===== src/rtl/seg_scan_decoder_if.sv =====
// Bus bundle for the scanned seven-segment display decoder.
// The master side drives the sniffed segment/select lines and observes
// the recovered frame; the slave side is the decoder itself.
interface seg_scan_decoder_if #(
  parameter int DIGITS = 4
);
  logic [6:0]          seg_in;
  logic [DIGITS-1:0]   dig_sel;
  logic [4*DIGITS-1:0] value_out;
  logic [DIGITS-1:0]   err_out;
  logic                frame_valid;

  modport master (
    output seg_in,
    output dig_sel,
    input  value_out,
    input  err_out,
    input  frame_valid
  );

  modport slave (
    input  seg_in,
    input  dig_sel,
    output value_out,
    output err_out,
    output frame_valid
  );
endinterface


===== src/rtl/seg_scan_decoder.sv =====
// seg_scan_decoder: recovers the hex value shown on a multiplexed,
// active-low seven-segment display. Each digit's pattern must be stable
// for STABLE_CYCLES consecutive samples before it is captured; once all
// digits have been captured the assembled frame is published.
module seg_scan_decoder #(
  parameter int DIGITS        = 4,
  parameter int STABLE_CYCLES = 4
) (
  input  logic                clk,
  input  logic                rst,
  seg_scan_decoder_if.slave   bus
);

  localparam int CW = $clog2(STABLE_CYCLES + 1);
  localparam logic [CW-1:0] CNT_ZERO = {CW{1'b0}};
  localparam logic [CW-1:0] CNT_ONE  = CW'(1);
  localparam logic [CW-1:0] CNT_MAX  = CW'(STABLE_CYCLES);

  // Glyph decoder: returns {error, nibble}; unknown patterns give nibble 0.
  function automatic logic [4:0] decode_glyph(input logic [6:0] pat);
    logic [4:0] res;
    case (pat)
      7'h40:   res = 5'h00;
      7'h79:   res = 5'h01;
      7'h24:   res = 5'h02;
      7'h30:   res = 5'h03;
      7'h19:   res = 5'h04;
      7'h12:   res = 5'h05;
      7'h02:   res = 5'h06;
      7'h78:   res = 5'h07;
      7'h00:   res = 5'h08;
      7'h10:   res = 5'h09;
      7'h08:   res = 5'h0A;
      7'h03:   res = 5'h0B;
      7'h46:   res = 5'h0C;
      7'h21:   res = 5'h0D;
      7'h06:   res = 5'h0E;
      7'h0E:   res = 5'h0F;
      default: res = 5'h10;
    endcase
    return res;
  endfunction

  // Exactly one select bit set (zero or several bits are rejected).
  function automatic logic is_onehot(input logic [DIGITS-1:0] v);
    return (v != {DIGITS{1'b0}}) &&
           ((v & (v - {{(DIGITS-1){1'b0}}, 1'b1})) == {DIGITS{1'b0}});
  endfunction

  // Registers
  logic [6:0]          r_seg_q;
  logic [DIGITS-1:0]   r_sel_q;
  logic [CW-1:0]       r_cnt;
  logic [DIGITS-1:0]   r_seen;
  logic [4*DIGITS-1:0] r_shadow_val;
  logic [DIGITS-1:0]   r_shadow_err;
  logic [4*DIGITS-1:0] r_value;
  logic [DIGITS-1:0]   r_err;
  logic                r_frame_valid;

  // Combinational nets
  logic                w_onehot;
  logic                w_changed;
  logic                w_restart;
  logic [CW-1:0]       w_cnt_next;
  logic                w_capture;
  logic [4:0]          w_glyph;
  logic [4*DIGITS-1:0] w_shadow_val_next;
  logic [DIGITS-1:0]   w_shadow_err_next;
  logic [DIGITS-1:0]   w_seen_next;
  logic                w_frame_done;

  // Stability counter: restart on change/bad select, saturate at the dwell length.
  always_comb begin
    w_onehot   = is_onehot(bus.dig_sel);
    w_changed  = ({bus.seg_in, bus.dig_sel} != {r_seg_q, r_sel_q});
    w_restart  = (r_cnt == CNT_ZERO) || w_changed || !w_onehot;
    w_cnt_next = r_cnt;
    w_capture  = 1'b0;
    if (w_restart) begin
      w_cnt_next = w_onehot ? CNT_ONE : CNT_ZERO;
      // A reload to 1 is itself the capture point when one sample suffices.
      w_capture  = w_onehot && (CNT_ONE == CNT_MAX);
    end else if (r_cnt == CNT_MAX) begin
      // Saturated dwell: no further captures until the pattern changes.
      w_cnt_next = CNT_MAX;
      w_capture  = 1'b0;
    end else begin
      w_cnt_next = r_cnt + CNT_ONE;
      w_capture  = (w_cnt_next == CNT_MAX);
    end
  end

  // Shadow merge of the digit being captured and frame-completion detect.
  always_comb begin
    w_glyph           = decode_glyph(bus.seg_in);
    w_shadow_val_next = r_shadow_val;
    w_shadow_err_next = r_shadow_err;
    w_seen_next       = r_seen;
    for (int i = 0; i < DIGITS; i++) begin
      if (w_capture && bus.dig_sel[i]) begin
        w_shadow_val_next[4*i +: 4] = w_glyph[3:0];
        w_shadow_err_next[i]        = w_glyph[4];
        w_seen_next[i]              = 1'b1;
      end else begin
        w_seen_next[i] = r_seen[i];
      end
    end
    w_frame_done = w_capture && (&(r_seen | bus.dig_sel));
  end

  // State and published-frame registers.
  always_ff @(posedge clk) begin
    if (rst) begin
      r_seg_q       <= 7'h7F;
      r_sel_q       <= {DIGITS{1'b0}};
      r_cnt         <= CNT_ZERO;
      r_seen        <= {DIGITS{1'b0}};
      r_shadow_val  <= {(4*DIGITS){1'b0}};
      r_shadow_err  <= {DIGITS{1'b0}};
      r_value       <= {(4*DIGITS){1'b0}};
      r_err         <= {DIGITS{1'b0}};
      r_frame_valid <= 1'b0;
    end else begin
      r_seg_q       <= bus.seg_in;
      r_sel_q       <= bus.dig_sel;
      r_cnt         <= w_cnt_next;
      r_shadow_val  <= w_shadow_val_next;
      r_shadow_err  <= w_shadow_err_next;
      r_frame_valid <= w_frame_done;
      if (w_frame_done) begin
        r_value <= w_shadow_val_next;
        r_err   <= w_shadow_err_next;
        r_seen  <= {DIGITS{1'b0}};
      end else begin
        r_seen  <= w_seen_next;
      end
    end
  end

  assign bus.value_out   = r_value;
  assign bus.err_out     = r_err;
  assign bus.frame_valid = r_frame_valid;

endmodule


===== src/flat_wrapper.sv =====
// flat-port wrapper written by rule: the top's interface ports become plain ports
module seg_scan_decoder_flat 
#(
  parameter int DIGITS        = 4,
  parameter int STABLE_CYCLES = 4
)
  (clk, rst, bus_seg_in, bus_dig_sel, bus_value_out, bus_err_out, bus_frame_valid);
  seg_scan_decoder_if #(.DIGITS(DIGITS)) bus_i ();
  input  logic clk;
  input  logic rst;
  input wire logic [$bits(bus_i.seg_in)-1:0] bus_seg_in;
  input wire logic [$bits(bus_i.dig_sel)-1:0] bus_dig_sel;
  output wire logic [$bits(bus_i.value_out)-1:0] bus_value_out;
  output wire logic [$bits(bus_i.err_out)-1:0] bus_err_out;
  output wire logic [$bits(bus_i.frame_valid)-1:0] bus_frame_valid;
  assign bus_i.seg_in = bus_seg_in;
  assign bus_i.dig_sel = bus_dig_sel;
  assign bus_value_out = bus_i.value_out;
  assign bus_err_out = bus_i.err_out;
  assign bus_frame_valid = bus_i.frame_valid;
  seg_scan_decoder #(.DIGITS(DIGITS), .STABLE_CYCLES(STABLE_CYCLES)) u_core (.clk(clk), .rst(rst), .bus(bus_i));
endmodule

===== config.mk =====
export PLATFORM = sky130hd
export DESIGN_NAME = seg_scan_decoder_flat
export DESIGN_NICKNAME = d
export VERILOG_FILES = /design/src/rtl/seg_scan_decoder_if.sv /design/src/rtl/seg_scan_decoder.sv /design/src/flat_wrapper.sv
export SDC_FILE = /design/constraint.sdc
export NUM_CORES = 1
export LEC_CHECK = 0
export BUFFER_PORTS_ARGS = -buffer_cell sky130_fd_sc_hd__buf_2
export CELL_PAD_IN_SITES_DETAIL_PLACEMENT = 1
export CELL_PAD_IN_SITES_GLOBAL_PLACEMENT = 1
export CORE_MARGIN = 2
export CORE_UTILIZATION = 40
export DETAILED_ROUTE_END_ITERATION = 10
export PLACE_DENSITY_LB_ADDON = 0.05
export SETUP_SLACK_MARGIN = 0.5
export SLEW_MARGIN = 20
export SYNTH_ARGS = -nofsm -noshare
export SYNTH_HDL_FRONTEND = slang
export SYNTH_SLANG_ARGS = --single-unit

===== constraint.sdc =====
create_clock -name clk -period 2.72 [get_ports clk]
set_input_delay 0.272 -clock clk [delete_from_list [all_inputs] [get_ports clk]]
set_output_delay 0.272 -clock clk [all_outputs]
set_load 0.1 [all_outputs]

==> impl_metrics.json <==
{
  "status": "finished, final reports clean",
  "layout_commonest_cell": "dfxtp_1",
  "die_area_um2": 6960,
  "grt_antenna_before_repair": 0,
  "worst-path-max-fanout": 24,
  "critPathCaptureType": "register",
  "cp_slowest_cell": "dfxtp_1",
  "yosysSeqAreaShare": 0.468,
  "critPathMaxStageDelay_ns": 0.34,
  "chipWidth_um": 83.5,
  "synth_ff_type": "dfxtp_1",
  "vias_per_cell": 5.33,
  "overflow": 0,
  "wl_per_cell_um": 16.0,
  "holdWs_ns": 0.271,
  "numCtsBuffers": 9,
  "worstPathCellList": "inv_1 -> ha_1 -> inv_1 -> o2111ai_1 -> nor4_4 -> buf_6 -> buf_4 -> a31oi_2 -> buf_6 -> a21boi_0",
  "row_count": 28,
  "fin_crit_sh": 0.775,
  "switching_share": 0.223,
  "internal_power_uw": 1550,
  "htreeDepth": 3,
  "antenna_cells": 0,
  "n_fill_cell": 711,
  "leakage_uw": 0.00132,
  "grt_pass1_vias": 1958,
  "fin_crit_ns": 2.11,
  "die_h_um": 83.5,
  "power_frac_comb": 0.062,
  "syn_avg_cell_area_um2": 9.25,
  "io_pins": 34,
  "synthCells": 273,
  "required_ns": 2.98,
  "postRouteAntennaNets": 0,
  "layout-drive-gt1-share": 0.251,
  "yosys_warnings": 0,
  "cts_tree": "yes",
  "layout_common_cells": "59 x dfxtp_1, 33 x buf_2, 25 x nor2_1",
  "synth.net_count": 289,
  "ys_async_sr_fraction": 0,
  "path_clk_slew_ns": 0.07,
  "io_buffers": 33,
  "setup.worst_path.start_class": "register",
  "p_switching_uw": 445,
  "final_max_slew_viol_count": 0,
  "ys_types": 47,
  "drtIter0Drc": 62,
  "dp_hpwl_um": 3830,
  "place.gp.congestion": 0.760,
  "critPathArrivalTime_ns": 2.37,
  "ys_seq_elements": 59,
  "netlist_area_um2": 2520,
  "grt_pass1_wl_um": 10100,
  "cts_hold_buffers": 0,
  "hold_viol_final": 0,
  "hold_class": "in -> reg",
  "vias": 2014,
  "max-cap-violations": 0,
  "rsz0062_at_grt": "false",
  "path_class": "reg -> reg",
  "synth_edf_count": 0,
  "pwr-share-clk": 0.499,
  "clockRootBuffer": "clkbuf_8",
  "power_density_nw_per_um2": 652,
  "vdd_drop_max_v": 0.000432,
  "fin_setup_tns_ns": 0,
  "cts_sinks": 59,
  "fmax_mhz": 475,
  "clk_latency_ns": 0.34,
  "drc": 0,
  "grt.total_usage": 0.182,
  "sequentialPowerShare": 0.439,
  "worst_pin_slew_ns": 0.663,
  "setup_viol": 0,
  "wirelength_um": 6050,
  "first_pass_iters": 4,
  "finalClockSkew_ns": 0.00694,
  "slew-limit-headroom": 0.553,
  "core_um2": 6030,
  "syn_to_final_growth_pct": 21.4,
  "initial_core_util": 0.419,
  "cts_buffer_depth": 2,
  "grt_max_degree": 37,
  "final_nets": 314
}
repair_timing:
item / CTS / global route
endpoints found under the setup margin: 44 / 44
pin swaps: 1 / 0
resized for setup: 0 / 14
buffers inserted: 2 / 0
endpoints found under the hold margin: 0 / 0
cells in the mapped netlist (2+ instances only):
| cell | count | area [um^2] |
|---|---|---|
| a31oi_1 | 4 | 25.0 |
| nand2_1 | 24 | 90.1 |
| nor4bb_1 | 2 | 20.0 |
| nand4_2 | 4 | 50.1 |
| nand4b_1 | 2 | 17.5 |
| dfxtp_1 | 59 | 1180 |
| o21ai_0 | 16 | 80.1 |
| a211oi_1 | 2 | 15.0 |
| nor3_1 | 3 | 15.0 |
| inv_1 | 7 | 26.3 |
| mux2i_1 | 20 | 200 |
| ha_1 | 3 | 37.5 |
| nor4b_1 | 2 | 17.5 |
| o41ai_1 | 2 | 17.5 |
| nor2b_1 | 8 | 50.1 |
| clkbuf_1 | 20 | 75.1 |
| o22ai_1 | 4 | 25.0 |
| a21oi_1 | 2 | 10.0 |
| o21ai_1 | 4 | 20.0 |
| nor3b_1 | 3 | 22.5 |
| xnor2_1 | 13 | 114 |
| a21boi_0 | 4 | 30.0 |
| buf_1 | 2 | 7.51 |
| buf_2 | 3 | 15.0 |
| nand4_1 | 4 | 25.0 |
| or2_2 | 7 | 43.8 |
| nand2b_1 | 3 | 18.8 |
| nor2_1 | 25 | 93.8 |
| nand3_1 | 3 | 15.0 |
state kept, by name, summed over array words and instances (netlist names):
register,count
u_core.r_shadow_val,16
u_core.bus.err_out,4
u_core.r_seen,4
u_core.r_shadow_err,4
u_core.r_cnt,3
u_core.r_sel_q,4
u_core.bus.value_out,16
u_core.bus.frame_valid,1
u_core.r_seg_q,7
critical path, delay by kind of cell (launching register included):
kind / cells / cell delay [ns]
compound gates: 3 / 0.72
buf+inv: 5 / 0.71
flops: 1 / 0.34
fa+ha+maj: 1 / 0.19
simple gates: 1 / 0.06
per-layer routing:
layer / part of all wire / wire [um] / global-route usage / up-vias
met2: 0.46 / 2790 / 0.275 / 36
met1: 0.49 / 2960 / 0.253 / 978
met3: 0.036 / 219 / 0.0485 / 8
met4: 0.013 / 81 / 0.0616 / 0
li1: - / - / - / 992
met5: 0 / 0 / 0 / -
kinds of logic after synthesis:
logic type / count (synthesis) / share of synthesized area
XOR/XNOR: 14 / 0.0486
AND/OR/NAND/NOR: 96 / 0.213
flip-flops: 59 / 0.468
multiplexers: 21 / 0.0837
adder cells (fa/ha/maj): 3 / 0.0149
buffers and inverters: 32 / 0.0491
AO/OA/AOI/OAI: 48 / 0.123
path summary, 6_finish.rpt:
| check | from | to | slack, ns | cells after the start |
|---|---|---|---|---|
| max | u_core.r_cnt[0]$_SDFF_PP0_ | u_core.r_seen[0]$_SDFFE_PP0P_ | 0.61 | 10 |
| max reg2reg | u_core.r_cnt[0]$_SDFF_PP0_ | u_core.r_seen[0]$_SDFFE_PP0P_ | 0.61 | 10 |
| min reg2reg | u_core.bus.value_out[7]$_SDFFE_PP0P_ | u_core.bus.value_out[7]$_SDFFE_PP0P_ | 0.45 | 2 |
| min | bus_dig_sel[1] | u_core.r_sel_q[1]$_SDFF_PP0_ | 0.27 | 2 |
power groups by stage:
stage	Combinational, uW	Sequential, uW	Clock, uW
finish	123	878	999
global route	139	878	1060
CTS	121	878	1020
detailed placement	120	897	0
global placement	119	897	0
floorplan	90.9	897	0
per-stage QoR:
| stage | instances | setup slack (ns) | util | cell area, um^2 | total power [uW] |
|---|---|---|---|---|---|
| after floorplan | 273 | 0.667 | - | 2520 | 987 |
| after global placement | 360 | 0.271 | 0.452 | 2720 | 1020 |
| after detailed placement | 360 | 0.283 | 0.452 | 2720 | 1020 |
| after CTS | 378 | 0.579 | 0.496 | 2990 | 2020 |
| after global routing | 378 | 0.452 | 0.509 | 3070 | 2080 |
| final | 378 | 0.613 | 0.509 | 3070 | 2000 |
area by class of cell:
cell class | count | area [um^2] | area share
multi-input combinational | 182 | 1290 | 0.422
clock buffer | 10 | 138 | 0.0449
timing repair buffer | 39 | 221 | 0.0722
clock inverter | 6 | 113 | 0.0367
tap | 75 | 93.8 | 0.0306
sequential | 59 | 1180 | 0.385
inverter | 7 | 26.3 | 0.00857
(Power assumes the default switching activity.)
